==> config.mk <==
export PLATFORM = sky130hd
export DESIGN_NAME = dcp_tx_unit_flat
export DESIGN_NICKNAME = d
export VERILOG_FILES = /design/src/rtl/dcp_tx_unit_pkg.sv /design/src/rtl/dcp_tx_unit_if.sv /design/src/rtl/dcp_tx_unit_uart_tx_byte.sv /design/src/rtl/dcp_tx_unit.sv /design/src/flat_wrapper.sv
export SDC_FILE = /design/constraint.sdc
export NUM_CORES = 1
export LEC_CHECK = 0
export ABC_CLOCK_PERIOD_IN_PS = 7100
export CORE_AREA = 2 2 80 82
export DETAILED_ROUTE_END_ITERATION = 8
export DIE_AREA = 0 0 82 84
export GPL_TIMING_DRIVEN = 0
export PLACE_DENSITY = 0.81
export SYNTH_ARGS = -nofsm -noshare
export SYNTH_HDL_FRONTEND = slang
export SYNTH_HIERARCHICAL = 1
export SYNTH_SLANG_ARGS = --single-unit
==> constraint.sdc <==
create_clock -name clk -period 7.1 [get_ports clk]
set_clock_uncertainty 0.05 [all_clocks]
set_input_delay 1.42 -clock clk [delete_from_list [all_inputs] [get_ports clk]]
set_output_delay 1.42 -clock clk [all_outputs]
set_load 0.005 [all_outputs]
==> src/rtl/dcp_tx_unit_pkg.sv <==
// Shared definitions for the DCP transmit unit: FSM state encoding,
// request type codes, ASCII constants and the nibble-to-hex helper.
// Build option DCP_TX_CRLF_EN appends CR LF to every word transfer.
package dcp_tx_unit_pkg;

  typedef enum logic [2:0] {
    ST_IDLE = 3'd0,
    ST_LOAD = 3'd1,
    ST_SEND = 3'd2,
    ST_NEXT = 3'd3,
    ST_ACK  = 3'd4,
    ST_REL  = 3'd5
  } tx_state_e;

  localparam logic TYPE_BYTE = 1'b0;
  localparam logic TYPE_WORD = 1'b1;

  localparam logic [7:0] ASCII_CR = 8'h0D;
  localparam logic [7:0] ASCII_LF = 8'h0A;
  localparam logic [7:0] ASCII_0  = 8'h30;
  localparam logic [7:0] ASCII_A  = 8'h41;

  // Index of the final character of a word transfer
`ifdef DCP_TX_CRLF_EN
  localparam logic [3:0] WORD_LAST_IDX = 4'd9;
`else
  localparam logic [3:0] WORD_LAST_IDX = 4'd7;
`endif

  // Uppercase hex digit for one nibble
  function automatic logic [7:0] hex_ascii(input logic [3:0] nib);
    logic [7:0] c;
    if (nib < 4'd10) c = ASCII_0 + {4'h0, nib};
    else             c = ASCII_A + {4'h0, nib - 4'd10};
    return c;
  endfunction

endpackage

==> src/rtl/dcp_tx_unit_if.sv <==
// Request/acknowledge handshake between a DCP command handler (master)
// and the transmit unit (slave).
interface dcp_tx_unit_if;
  logic        req_tx;
  logic        type_tx;
  logic [31:0] din;
  logic        ack_tx;
  logic        busy;

  modport master (output req_tx, output type_tx, output din,
                  input  ack_tx, input  busy);
  modport slave  (input  req_tx, input  type_tx, input  din,
                  output ack_tx, output busy);
endinterface

==> src/rtl/dcp_tx_unit_uart_tx_byte.sv <==
// 8N1 byte serialiser: start bit, 8 data bits LSB first, stop bit, each
// DIV clocks long. done pulses in the last cycle of the stop bit; start
// is ignored while a frame is in flight. txd comes straight from the
// shift register LSB, so reset drives it high asynchronously.
module uart_tx_byte #(
  parameter int DIV = 16
) (
  input  logic       clk,
  input  logic       rstn,
  input  logic       start,
  input  logic [7:0] data,
  output logic       txd,
  output logic       done
);

  localparam int CW = (DIV > 1) ? $clog2(DIV) : 1;
  localparam logic [CW-1:0] BAUD_LAST = CW'(DIV - 1);

  logic          busy_q,  busy_d;
  logic [CW-1:0] baud_q,  baud_d;
  logic [3:0]    bit_q,   bit_d;
  logic [9:0]    shift_q, shift_d;
  logic          baud_end;
  logic          frame_end;

  // Bit timing, frame loading and shifting
  always_comb begin
    busy_d    = busy_q;
    baud_d    = baud_q;
    bit_d     = bit_q;
    shift_d   = shift_q;
    baud_end  = busy_q && (baud_q == BAUD_LAST);
    frame_end = baud_end && (bit_q == 4'd9);
    if (!busy_q) begin
      if (start) begin
        busy_d  = 1'b1;
        baud_d  = '0;
        bit_d   = 4'd0;
        shift_d = {1'b1, data, 1'b0};
      end
    end else if (baud_end) begin
      baud_d  = '0;
      // Refill with ones so the line rests high once the stop bit is out
      shift_d = {1'b1, shift_q[9:1]};
      if (frame_end) begin
        busy_d = 1'b0;
        bit_d  = 4'd0;
      end else begin
        bit_d  = bit_q + 4'd1;
      end
    end else begin
      baud_d = baud_q + 1'b1;
    end
  end

  // Serialiser state registers
  always_ff @(posedge clk or negedge rstn) begin
    if (!rstn) begin
      busy_q  <= 1'b0;
      baud_q  <= '0;
      bit_q   <= 4'd0;
      shift_q <= '1;
    end else begin
      busy_q  <= busy_d;
      baud_q  <= baud_d;
      bit_q   <= bit_d;
      shift_q <= shift_d;
    end
  end

  assign txd  = shift_q[0];
  assign done = frame_end;

endmodule

==> src/rtl/dcp_tx_unit.sv <==
// DCP transmit responder: captures one request, formats it as a raw byte
// or as 8 uppercase hex characters (MSB nibble first), serialises the
// characters over UART 8N1 and pulses ack_tx after the final stop bit.
// Build option DCP_TX_CRLF_EN: word transfers are followed by CR LF.
module dcp_tx_unit
  import dcp_tx_unit_pkg::*;
#(
  parameter int CLK_FREQ = 100_000_000,
  parameter int BAUD     = 9600
) (
  input  logic          clk,
  input  logic          rstn,
  dcp_tx_unit_if.slave  tx,
  output logic          txd
);

  localparam int DIV = CLK_FREQ / BAUD;

  tx_state_e   state_q, state_d;
  logic        type_q,  type_d;
  logic [31:0] din_q,   din_d;
  logic [3:0]  idx_q,   idx_d;

  logic [3:0]  last_idx;
  logic [2:0]  nib_sel;
  logic [3:0]  nib;
  logic [7:0]  char_sel;
  logic        ser_start;
  logic        ser_done;

  // Character selection for the current index
  always_comb begin
    nib_sel  = 3'd7 - idx_q[2:0];
    nib      = din_q[{nib_sel, 2'b00} +: 4];
    last_idx = (type_q == TYPE_WORD) ? WORD_LAST_IDX : 4'd0;
    char_sel = din_q[7:0];
    if (type_q == TYPE_WORD) begin
`ifdef DCP_TX_CRLF_EN
      if (idx_q == 4'd8)      char_sel = ASCII_CR;
      else if (idx_q == 4'd9) char_sel = ASCII_LF;
      else                    char_sel = hex_ascii(nib);
`else
      char_sel = hex_ascii(nib);
`endif
    end
  end

  // Request FSM: next state, capture and character index
  always_comb begin
    state_d = state_q;
    type_d  = type_q;
    din_d   = din_q;
    idx_d   = idx_q;
    case (state_q)
      ST_IDLE: begin
        if (tx.req_tx) begin
          type_d  = tx.type_tx;
          din_d   = tx.din;
          idx_d   = 4'd0;
          state_d = ST_LOAD;
        end
      end
      ST_LOAD: state_d = ST_SEND;
      ST_SEND: begin
        if (ser_done) state_d = ST_NEXT;
      end
      ST_NEXT: begin
        if (idx_q == last_idx) begin
          state_d = ST_ACK;
        end else begin
          idx_d   = idx_q + 4'd1;
          state_d = ST_LOAD;
        end
      end
      ST_ACK: state_d = ST_REL;
      // Hold here until the handler drops its level request
      ST_REL: begin
        if (!tx.req_tx) state_d = ST_IDLE;
      end
      default: state_d = ST_IDLE;
    endcase
  end

  // Request FSM registers
  always_ff @(posedge clk or negedge rstn) begin
    if (!rstn) begin
      state_q <= ST_IDLE;
      type_q  <= TYPE_BYTE;
      din_q   <= '0;
      idx_q   <= 4'd0;
    end else begin
      state_q <= state_d;
      type_q  <= type_d;
      din_q   <= din_d;
      idx_q   <= idx_d;
    end
  end

  assign ser_start = (state_q == ST_LOAD);
  assign tx.ack_tx = (state_q == ST_ACK);
  assign tx.busy   = (state_q != ST_IDLE);

  uart_tx_byte #(
    .DIV (DIV)
  ) u_ser (
    .clk   (clk),
    .rstn  (rstn),
    .start (ser_start),
    .data  (char_sel),
    .txd   (txd),
    .done  (ser_done)
  );

endmodule

==> src/flat_wrapper.sv <==
// flat-port wrapper written by rule: the top's interface ports become plain ports
module dcp_tx_unit_flat import dcp_tx_unit_pkg::*;
#(
  parameter int CLK_FREQ = 100_000_000,
  parameter int BAUD     = 9600
)
  (clk, rstn, txd, tx_req_tx, tx_type_tx, tx_din, tx_ack_tx, tx_busy);
  dcp_tx_unit_if tx_i ();
  input  logic clk;
  input  logic rstn;
  output logic txd;
  input wire logic [$bits(tx_i.req_tx)-1:0] tx_req_tx;
  input wire logic [$bits(tx_i.type_tx)-1:0] tx_type_tx;
  input wire logic [$bits(tx_i.din)-1:0] tx_din;
  output wire logic [$bits(tx_i.ack_tx)-1:0] tx_ack_tx;
  output wire logic [$bits(tx_i.busy)-1:0] tx_busy;
  assign tx_i.req_tx = tx_req_tx;
  assign tx_i.type_tx = tx_type_tx;
  assign tx_i.din = tx_din;
  assign tx_ack_tx = tx_i.ack_tx;
  assign tx_busy = tx_i.busy;
  dcp_tx_unit #(.CLK_FREQ(CLK_FREQ), .BAUD(BAUD)) u_core (.clk(clk), .rstn(rstn), .tx(tx_i), .txd(txd));
endmodule
==> results of run 1 <==
==> worst register-to-register path: stages (launching register included) <==
cell and delay [ps]:
sky130_fd_sc_hd__dfrtp_1 430, sky130_fd_sc_hd__buf_6 190, sky130_fd_sc_hd__mux4_1 620, sky130_fd_sc_hd__mux2i_4 290
sky130_fd_sc_hd__ha_1 320, sky130_fd_sc_hd__xnor2_1 150, sky130_fd_sc_hd__o21ai_0 100, sky130_fd_sc_hd__o22ai_1 170
sky130_fd_sc_hd__mux2i_1 100, sky130_fd_sc_hd__a21oi_1 160
==> kinds of logic after synthesis <==
group                      after synthesis  share of synthesized area [%]
and+or+nand+nor                         88                           12.7
AOI/OAI and AO/OA                       71                           12.1
DFF                                     68                           47.8
muxes                                   50                           19.4
buffers and inverters                   33                           4.65
adders and majority gates                7                           2.38
xor gates and xnor gates                 4                          0.978
==> worst min-delay path by stage <==
stage                     slack, ps                      end                     from
final                           440         u_core/din_q[14]         u_core/din_q[14]
after global placement          420  u_core/u_ser/shift_q[0]  u_core/u_ser/shift_q[1]
after detailed placement        430         u_core/din_q[14]         u_core/din_q[14]
after global routing            460  u_core/u_ser/shift_q[0]  u_core/u_ser/shift_q[0]
after floorplan                 400         u_core/din_q[14]         u_core/din_q[14]
after CTS                       440         u_core/din_q[14]         u_core/din_q[14]
==> cells in the final DEF (no fill, tap or decap), types with 2 or more instances in the layout <==
cell type / synthesis / layout
sky130_fd_sc_hd__or3_1: 6 / 6
sky130_fd_sc_hd__buf_4: 1 / 2
sky130_fd_sc_hd__clkinvlp_4: 0 / 2
sky130_fd_sc_hd__clkinv_2: 0 / 2
sky130_fd_sc_hd__mux2i_4: 2 / 2
sky130_fd_sc_hd__nor4b_2: 2 / 2
sky130_fd_sc_hd__a21oi_1: 22 / 22
sky130_fd_sc_hd__or4_1: 2 / 2
sky130_fd_sc_hd__o31ai_1: 3 / 3
sky130_fd_sc_hd__a22o_1: 2 / 2
sky130_fd_sc_hd__clkinv_4: 0 / 2
sky130_fd_sc_hd__dfstp_2: 9 / 9
sky130_fd_sc_hd__nand2_1: 23 / 23
sky130_fd_sc_hd__dfrtp_1: 59 / 59
sky130_fd_sc_hd__nand2b_1: 2 / 2
sky130_fd_sc_hd__nor3_1: 3 / 3
sky130_fd_sc_hd__buf_2: 7 / 7
sky130_fd_sc_hd__xor2_1: 2 / 2
sky130_fd_sc_hd__a31oi_1: 8 / 8
sky130_fd_sc_hd__inv_1: 15 / 15
sky130_fd_sc_hd__ha_1: 6 / 6
sky130_fd_sc_hd__mux2i_1: 8 / 8
sky130_fd_sc_hd__xnor2_1: 2 / 2
sky130_fd_sc_hd__mux4_1: 6 / 6
sky130_fd_sc_hd__mux2_2: 29 / 29
sky130_fd_sc_hd__mux4_2: 2 / 2
sky130_fd_sc_hd__nand4_1: 4 / 4
sky130_fd_sc_hd__a21oi_2: 2 / 2
sky130_fd_sc_hd__and2_1: 2 / 2
sky130_fd_sc_hd__o21ai_0: 17 / 17
sky130_fd_sc_hd__and4_1: 2 / 2
sky130_fd_sc_hd__nor2_1: 25 / 25
sky130_fd_sc_hd__clkdlybuf4s50_1: 0 / 37
sky130_fd_sc_hd__nand3b_1: 3 / 3
sky130_fd_sc_hd__o21a_1: 2 / 2
sky130_fd_sc_hd__clkbuf_1: 5 / 5
sky130_fd_sc_hd__nand3_1: 7 / 7
sky130_fd_sc_hd__buf_6: 4 / 4
sky130_fd_sc_hd__o22ai_1: 5 / 5
sky130_fd_sc_hd__clkbuf_8: 0 / 9
==> metal layers <==
layer  track usage, %  up-vias
met5                0        -
met2             37.1       79
met4             11.8        0
met1             32.4     1318
li1                 -     1276
met3             4.22       13
==> power breakdown <==
group,switching [mW],total [mW],internal [mW]
registers,0.105,0.665,0.560
clock network,0.148,0.272,0.124
logic,0.363,0.772,0.409
==> stage by stage <==
step                area, µm²  hold slack [ps]  power [mW]  setup WS [ps]
floorplan                3580              399        1.25           4720
global placement         4060              415        1.40           2310
detailed placement       4060              434        1.44           3960
CTS                      4220              445        1.72           3880
global route             4220              457        1.84           3830
finish                   4220              443        1.71           3900
==> state kept, by name, indices dropped and copies added, names as in the netlist <==
signal and count:
u_core/din_q 32, u_core/u_ser/baud_q 14, u_core/u_ser/shift_q 9, u_core/idx_q 4, u_core/u_ser/bit_q 4, u_core/state_q 3
u_core/type_q 1, u_core/u_ser/busy_q 1
==> cell type report <==
class	instances	area, µm²
fillers	447	1870
flip-flops and latches	68	1710
multi-input cells	220	1700
repair buffers	38	378
clock buffers	9	124
plain buffers	18	110
well taps	77	96.3
inverters	15	56.3
clock inverters	6	42.5
==> insert_results.sql, run 1 <==
INSERT INTO impl_metrics (metric_group, metric, value, unit) VALUES
('clock_network', 'cts.clk_slew.worst_paths', '70', 'ps'),
('placement', 'placement.io_buffers', '38', ''),
('logic_synthesis', 'most_instantiated_library_cell_after_synthesis', 'sky130_fd_sc_hd__dfrtp_1', ''),
('clock_network', 'cts.repair.resized', '0', ''),
('routing', 'totalWireLength', '7240', 'µm'),
('routing', 'highest-signal-layer', 'met4', ''),
('logic_synthesis', 'synthesis.yosys.warnings', '6', ''),
('cells_and_area', 'antennaDiodeCount', '0', ''),
('routing', 'antenna_violating_nets_post_route', '0', ''),
('power_and_ir_drop', 'power.ir.vdd_worst', '0.000274', 'V'),
('routing', 'met2RoutedLength', '3590', 'µm'),
('die', 'standard_cell_core_area', '6100', 'µm²'),
('min_path', 'min_path_cells', '1', ''),
('clock_network', 'cts-htree-levels', '3', ''),
('sta', 'rsz0062_at_grt', 'false', ''),
('setup_path', 'crit_arrival', '1730', 'ps'),
('sta', 'layout_min_cycle_time', '3200', 'ps'),
('status', 'outcome', 'completed', ''),
('setup_path', 'timing.rr.start', 'u_core/idx_q[0]', ''),
('grt', 'grt_first_pass_wirelength', '12500', 'µm'),
('sta', 'max_slew_violation_count', '0', ''),
('sta', 'fin_setup_tns', '0', 'ps'),
('clock_network', 'cts_max_path_buffers', '2', ''),
('logic_synthesis', 'count_of_flip_flops_with_a_built_in_enable_after_synthesis', '0', ''),
('setup_path', 'worstPathMaxFanout', '8', ''),
('sta', 'report.final.hold_viol_count', '0', ''),
('setup_path', 'ff2ff_path_depth', '9', ''),
('grt', 'globalRouteOverflowTotal', '0', ''),
('routing', 'routedWlPerCell', '16.1', 'µm'),
('setup_path', 'path_depth', '3', ''),
('routing', 'vias_per_cell', '5.96', ''),
('logic_synthesis', 'synth_cells', '321', ''),
('setup_path', 'critical_path.endpoint', 'tx_busy', ''),
('setup_path', 'critPathRequiredTime', '5630', 'ps'),
('grt', 'grt_start_max_net_pins', '69', ''),
('cells_and_area', 'layout.core_utilization', '69.3', '%'),
('logic_synthesis', 'post_synth_most_frequent_cells', 'sky130_fd_sc_hd__dfrtp_1, sky130_fd_sc_hd__mux2_2, sky130_fd_sc_hd__nor2_1', ''),
('setup_path', 'timing_worst_setup_path_type', 'register to primary output', ''),
('sta', 'fin_crit_sh', '45.0', '%'),
('logic_synthesis', 'post_synth_arst_share', '100', '%'),
('clock_network', 'worstSkewPairLatency', '340', 'ps'),
('routing', 'met1_length', '3230', 'µm'),
('sta', 'max_slew_margin', '45.5', '%'),
('die', 'floorplan.rows', '29', ''),
('sta', 'worst_pin_slew', '818', 'ps'),
('logic_synthesis', 'synth_top_area_cell', 'sky130_fd_sc_hd__dfrtp_1', ''),
('sta', 'final_setup_viols', '0', ''),
('logic_synthesis', 'yosys-top-cells-area', 'sky130_fd_sc_hd__dfrtp_1, sky130_fd_sc_hd__mux2_2, sky130_fd_sc_hd__dfstp_2, sky130_fd_sc_hd__mux4_1, sky130_fd_sc_hd__a21oi_1', ''),
('logic_synthesis', 'total_of_flip_flops_plus_latches_after_synthesis', '68', ''),
('die', 'top_level_ports', '39', ''),
('grt', 'grt_pass1_vias', '2659', ''),
('setup_path', 'reg2reg_to', 'u_core/u_ser/shift_q[3]', ''),
('cells_and_area', 'area_growth', '17.9', '%'),
('setup_path', 'critical_path.top_delay_family', 'buffers and inverters', ''),
('clock_network', 'cts.repair_timing.setup_buffer_count', '0', ''),
('die', 'dieArea', '6890', 'µm²'),
('power_and_ir_drop', 'p_per_area', '405', 'nW/µm²'),
('setup_path', 'critical_path.startpoint', 'u_core/state_q[1]', ''),
('setup_path', 'cp-start-kind', 'register', ''),
('routing', 'dr_total_vias', '2686', ''),
('setup_path', 'path_cells', 'clkbuf_1, or3_1, clkdlybuf4s50_1', ''),
('clock_network', 'tritoncts', 'built', ''),
('routing', 'detailroute.wirelength.met3', '315', 'µm'),
('cells_and_area', 'share_of_post_route_cells_with_drive_strength_above_1', '21.4', '%'),
('clock_network', 'tritoncts.num_buffers', '9', ''),
('logic_synthesis', 'synthesis.area', '3580', 'µm²'),
('setup_path', 'timing.reg2reg.setup_slack', '4460', 'ps'),
('power_and_ir_drop', 'leakage', '1.81', 'nW'),
('grt', 'number_of_antenna_violations_at_the_first_check_in_global_routing', '0', ''),
('die', 'start_util', '58.8', '%'),
('logic_synthesis', 'synth_top_cell_area_share', '41.2', '%');
(Power assumes the default switching activity.)
==> run 2: changes to the inputs <==
--- a/config.mk
+++ b/config.mk
@@ -5,12 +5,12 @@
 export SDC_FILE = /design/constraint.sdc
 export NUM_CORES = 1
 export LEC_CHECK = 0
-export ABC_CLOCK_PERIOD_IN_PS = 7100
-export CORE_AREA = 2 2 80 82
+export ABC_CLOCK_PERIOD_IN_PS = 3200
+export CORE_AREA = 2 2 83 85
 export DETAILED_ROUTE_END_ITERATION = 8
-export DIE_AREA = 0 0 82 84
+export DIE_AREA = 0 0 85 87
 export GPL_TIMING_DRIVEN = 0
-export PLACE_DENSITY = 0.81
+export PLACE_DENSITY = 0.75
 export SYNTH_ARGS = -nofsm -noshare
 export SYNTH_HDL_FRONTEND = slang
 export SYNTH_HIERARCHICAL = 1
==> constraint.sdc (replaced) <==
create_clock -name clk -period 3.2 [get_ports clk]
set_clock_uncertainty 0.05 [all_clocks]
set_input_delay 0.64 -clock clk [delete_from_list [all_inputs] [get_ports clk]]
set_output_delay 0.64 -clock clk [all_outputs]
set_load 0.005 [all_outputs]
==> run 2 against run 1 <==
Critical path depth grew 6. First-iteration DRC count increased by 55%. Sequential share of layout area fell by 0.95 points. Register-to-register slack got worse by 4000 ps. Critical path type is now register to register. Flip-flop and latch count unchanged. Non-clock buffer count stayed put. Worst setup slack lost 3400 ps. Worst hold slack got worse by 130 ps.
==> insert_results.sql, run 2 (synthesized netlist as in run 1, its figures left out) <==
INSERT INTO impl_metrics (metric_group, metric, value, unit) VALUES
('status', 'outcome', 'completed', ''),
('cells_and_area', 'largest_register_ffs', '32', ''),
('placement', 'placement.io_buffers', '38', ''),
('routing', 'antenna_violating_nets_post_route', '0', ''),
('setup_path', 'critical_path.endpoint_type', 'register', ''),
('clock_network', 'cts.clk_slew.worst_paths', '80', 'ps'),
('routing', 'drt_iter0_markers', '144', ''),
('cells_and_area', 'mostFrequentLayoutCell', 'sky130_fd_sc_hd__dfrtp_1', ''),
('sta', 'final_setup_viols', '0', ''),
('clock_network', 'cts.repair.resized', '0', ''),
('cells_and_area', 'layout.cells.most_common_list', 'sky130_fd_sc_hd__dfrtp_1, sky130_fd_sc_hd__clkdlybuf4s50_1, sky130_fd_sc_hd__mux2_2', ''),
('routing', 'totalWireLength', '7280', 'µm'),
('setup_path', 'critPathRequiredTime', '3430', 'ps'),
('grt', 'grt_first_pass_wirelength', '12600', 'µm'),
('power_and_ir_drop', 'p_per_area', '955', 'nW/µm²'),
('die', 'standard_cell_core_area', '6570', 'µm²'),
('routing', 'routedWlPerCell', '16.0', 'µm'),
('power_and_ir_drop', 'totalPowerFinal', '4.13', 'mW'),
('routing', 'dr_total_vias', '2594', ''),
('die', 'start_util', '54.5', '%'),
('grt', 'globalRouteTotalUtil', '21.7', '%'),
('sta', 'hold_slack', '312', 'ps'),
('cells_and_area', 'design.final.nets', '412', ''),
('sta', 'max_freq', '0.371', 'GHz'),
('min_path', 'hold_path.class', 'primary input to asynchronous set/reset pin', ''),
('sta', 'report.final.hold_viol_count', '0', ''),
('sta', 'fin_crit_sh', '84.3', '%'),
('setup_path', 'worstPathMaxFanout', '10', ''),
('placement', 'gp_congestion', '0.856', ''),
('setup_path', 'crit_arrival', '2920', 'ps'),
('clock_network', 'clkSinkCount', '68', ''),
('clock_network', 'worstSkewPairLatency', '350', 'ps'),
('cells_and_area', 'antennaDiodeCount', '0', ''),
('die', 'top_level_ports', '39', ''),
('sta', 'fin_setup_tns', '0', 'ps'),
('cells_and_area', 'layout.core_utilization', '65.8', '%'),
('power_and_ir_drop', 'power.ir.vdd_worst', '0.000481', 'V'),
('die', 'fp.dieW', '85', 'µm'),
('setup_path', 'cp-start-kind', 'register', ''),
('clock_network', 'cts-htree-levels', '3', ''),
('grt', 'grt_pass1_vias', '2681', ''),
('routing', 'vias_per_cell', '5.70', ''),
('placement', 'hpwlAfterDp', '5050', 'µm'),
('sta', 'rsz0062_at_grt', 'false', ''),
('clock_network', 'tritoncts', 'built', ''),
('clock_network', 'holdBufCountCts', '0', ''),
('cells_and_area', 'area_growth', '20.7', '%'),
('cells_and_area', 'final_cells', '455', ''),
('sta', 'worst_pin_slew', '833', 'ps'),
('cells_and_area', 'fillerInstances', '503', ''),
('die', 'dieArea', '7400', 'µm²'),
('clock_network', 'cts.repair_timing.setup_buffer_count', '0', ''),
('grt', 'grt_start_max_net_pins', '69', ''),
('routing', 'drt_pre_antenna_iters', '4', ''),
('cells_and_area', 'biggestRegsByFlops', 'u_core/din_q: 32 flops, u_core/u_ser/baud_q: 14 flops, u_core/u_ser/shift_q: 9 flops', ''),
('setup_path', 'timing_worst_setup_path_type', 'register to register', ''),
('run', 'drv.max_cap_violation_count', '0', ''),
('clock_network', 'tritoncts.num_buffers', '9', ''),
('placement', 'dp_cells', '439', ''),
('sta', 'max_slew_margin', '44.5', '%'),
('die', 'die_h', '87', 'µm'),
('routing', 'drc_errors', '0', ''),
('power_and_ir_drop', 'leakage', '1.86', 'nW'),
('setup_path', 'timing.reg2reg.setup_slack', '500', 'ps'),
('die', 'floorplan.rows', '30', ''),
('cells_and_area', 'share_of_post_route_cells_with_drive_strength_above_1', '21.3', '%'),
('cells_and_area', 'largest_register', 'u_core/din_q', ''),
('grt', 'number_of_antenna_violations_at_the_first_check_in_global_routing', '0', ''),
('clock_network', 'cts_max_path_buffers', '2', ''),
('clock_network', 'ctsRootBufferMaster', 'sky130_fd_sc_hd__clkbuf_8', ''),
('sta', 'max_slew_violation_count', '0', ''),
('sta', 'layout_min_cycle_time', '2700', 'ps'),
('grt', 'globalRouteOverflowTotal', '0', '');
[run 2: changes by cell type in the layout (fill, tap and decap cells not counted)]
cell                         delta
sky130_fd_sc_hd__bufinv_16      +4
sky130_fd_sc_hd__clkinv_2       -2
sky130_fd_sc_hd__clkbuf_1       +1
sky130_fd_sc_hd__clkinv_4       -1
sky130_fd_sc_hd__clkinvlp_4     -1
[run 2: area by class of cell]
| cell class | instances | area, µm² | share of cell area [%] |
|---|---|---|---|
| Timing Repair Buffer | 38 | 378 | 8.74 |
| Tap cell | 80 | 100 | 2.31 |
| Inverter | 15 | 56.3 | 1.30 |
| Multi-Input combinational cell | 220 | 1700 | 39.4 |
| Clock buffer | 10 | 128 | 2.95 |
| Clock inverter | 6 | 136 | 3.15 |
| Sequential cell | 68 | 1710 | 39.6 |
| Buffer | 18 | 110 | 2.55 |
[run 2: worst paths after layout]
| path | start | endpoint | depth (start not counted) |
|---|---|---|---|
| worst max-delay path | u_core/idx_q[0] | u_core/u_ser/shift_q[3] | 9 |
| worst min-delay path | rstn | u_core/u_ser/baud_q[8] | 1 |
| worst max register to register | u_core/idx_q[0] | u_core/u_ser/shift_q[3] | 9 |
| worst min register to register | u_core/u_ser/shift_q[0] | u_core/u_ser/shift_q[0] | 2 |
| max in group asynchronous | rstn | u_core/din_q[22] | 1 |
| min in group clk | u_core/u_ser/shift_q[0] | u_core/u_ser/shift_q[0] | 2 |
[run 2: power breakdown]
group	switching, mW	internal (mW)
logic	0.817	0.909
registers	0.229	1.24
clock network	0.333	0.598
total	1.38	2.75
[run 2: metrics by stage]
stage                     worst slack [ps]  cell area [µm²]
after floorplan                        877             3580
after global placement                -808             4060
after detailed placement               568             4060
after CTS                              540             4320
after global routing                   348             4320
final                                  502             4320
[run 2: critical path: stages, from the launching register on]
cell	delay (ps)
sky130_fd_sc_hd__dfrtp_1	430
sky130_fd_sc_hd__buf_6	200
sky130_fd_sc_hd__mux4_1	620
sky130_fd_sc_hd__mux2i_4	290
sky130_fd_sc_hd__ha_1	320
sky130_fd_sc_hd__xnor2_1	170
sky130_fd_sc_hd__o21ai_0	90
sky130_fd_sc_hd__o22ai_1	180
sky130_fd_sc_hd__mux2i_1	100
sky130_fd_sc_hd__a21oi_1	170
[run 2: per-layer routing]
metal  global-route usage [%]  up-vias  share of wire, %
met1                     28.7     1252                46
met5                        0        -                 0
met4                     9.52        0               1.2
li1                         -     1270                 -
met2                     34.9       62                49
met3                     4.36       10               3.8
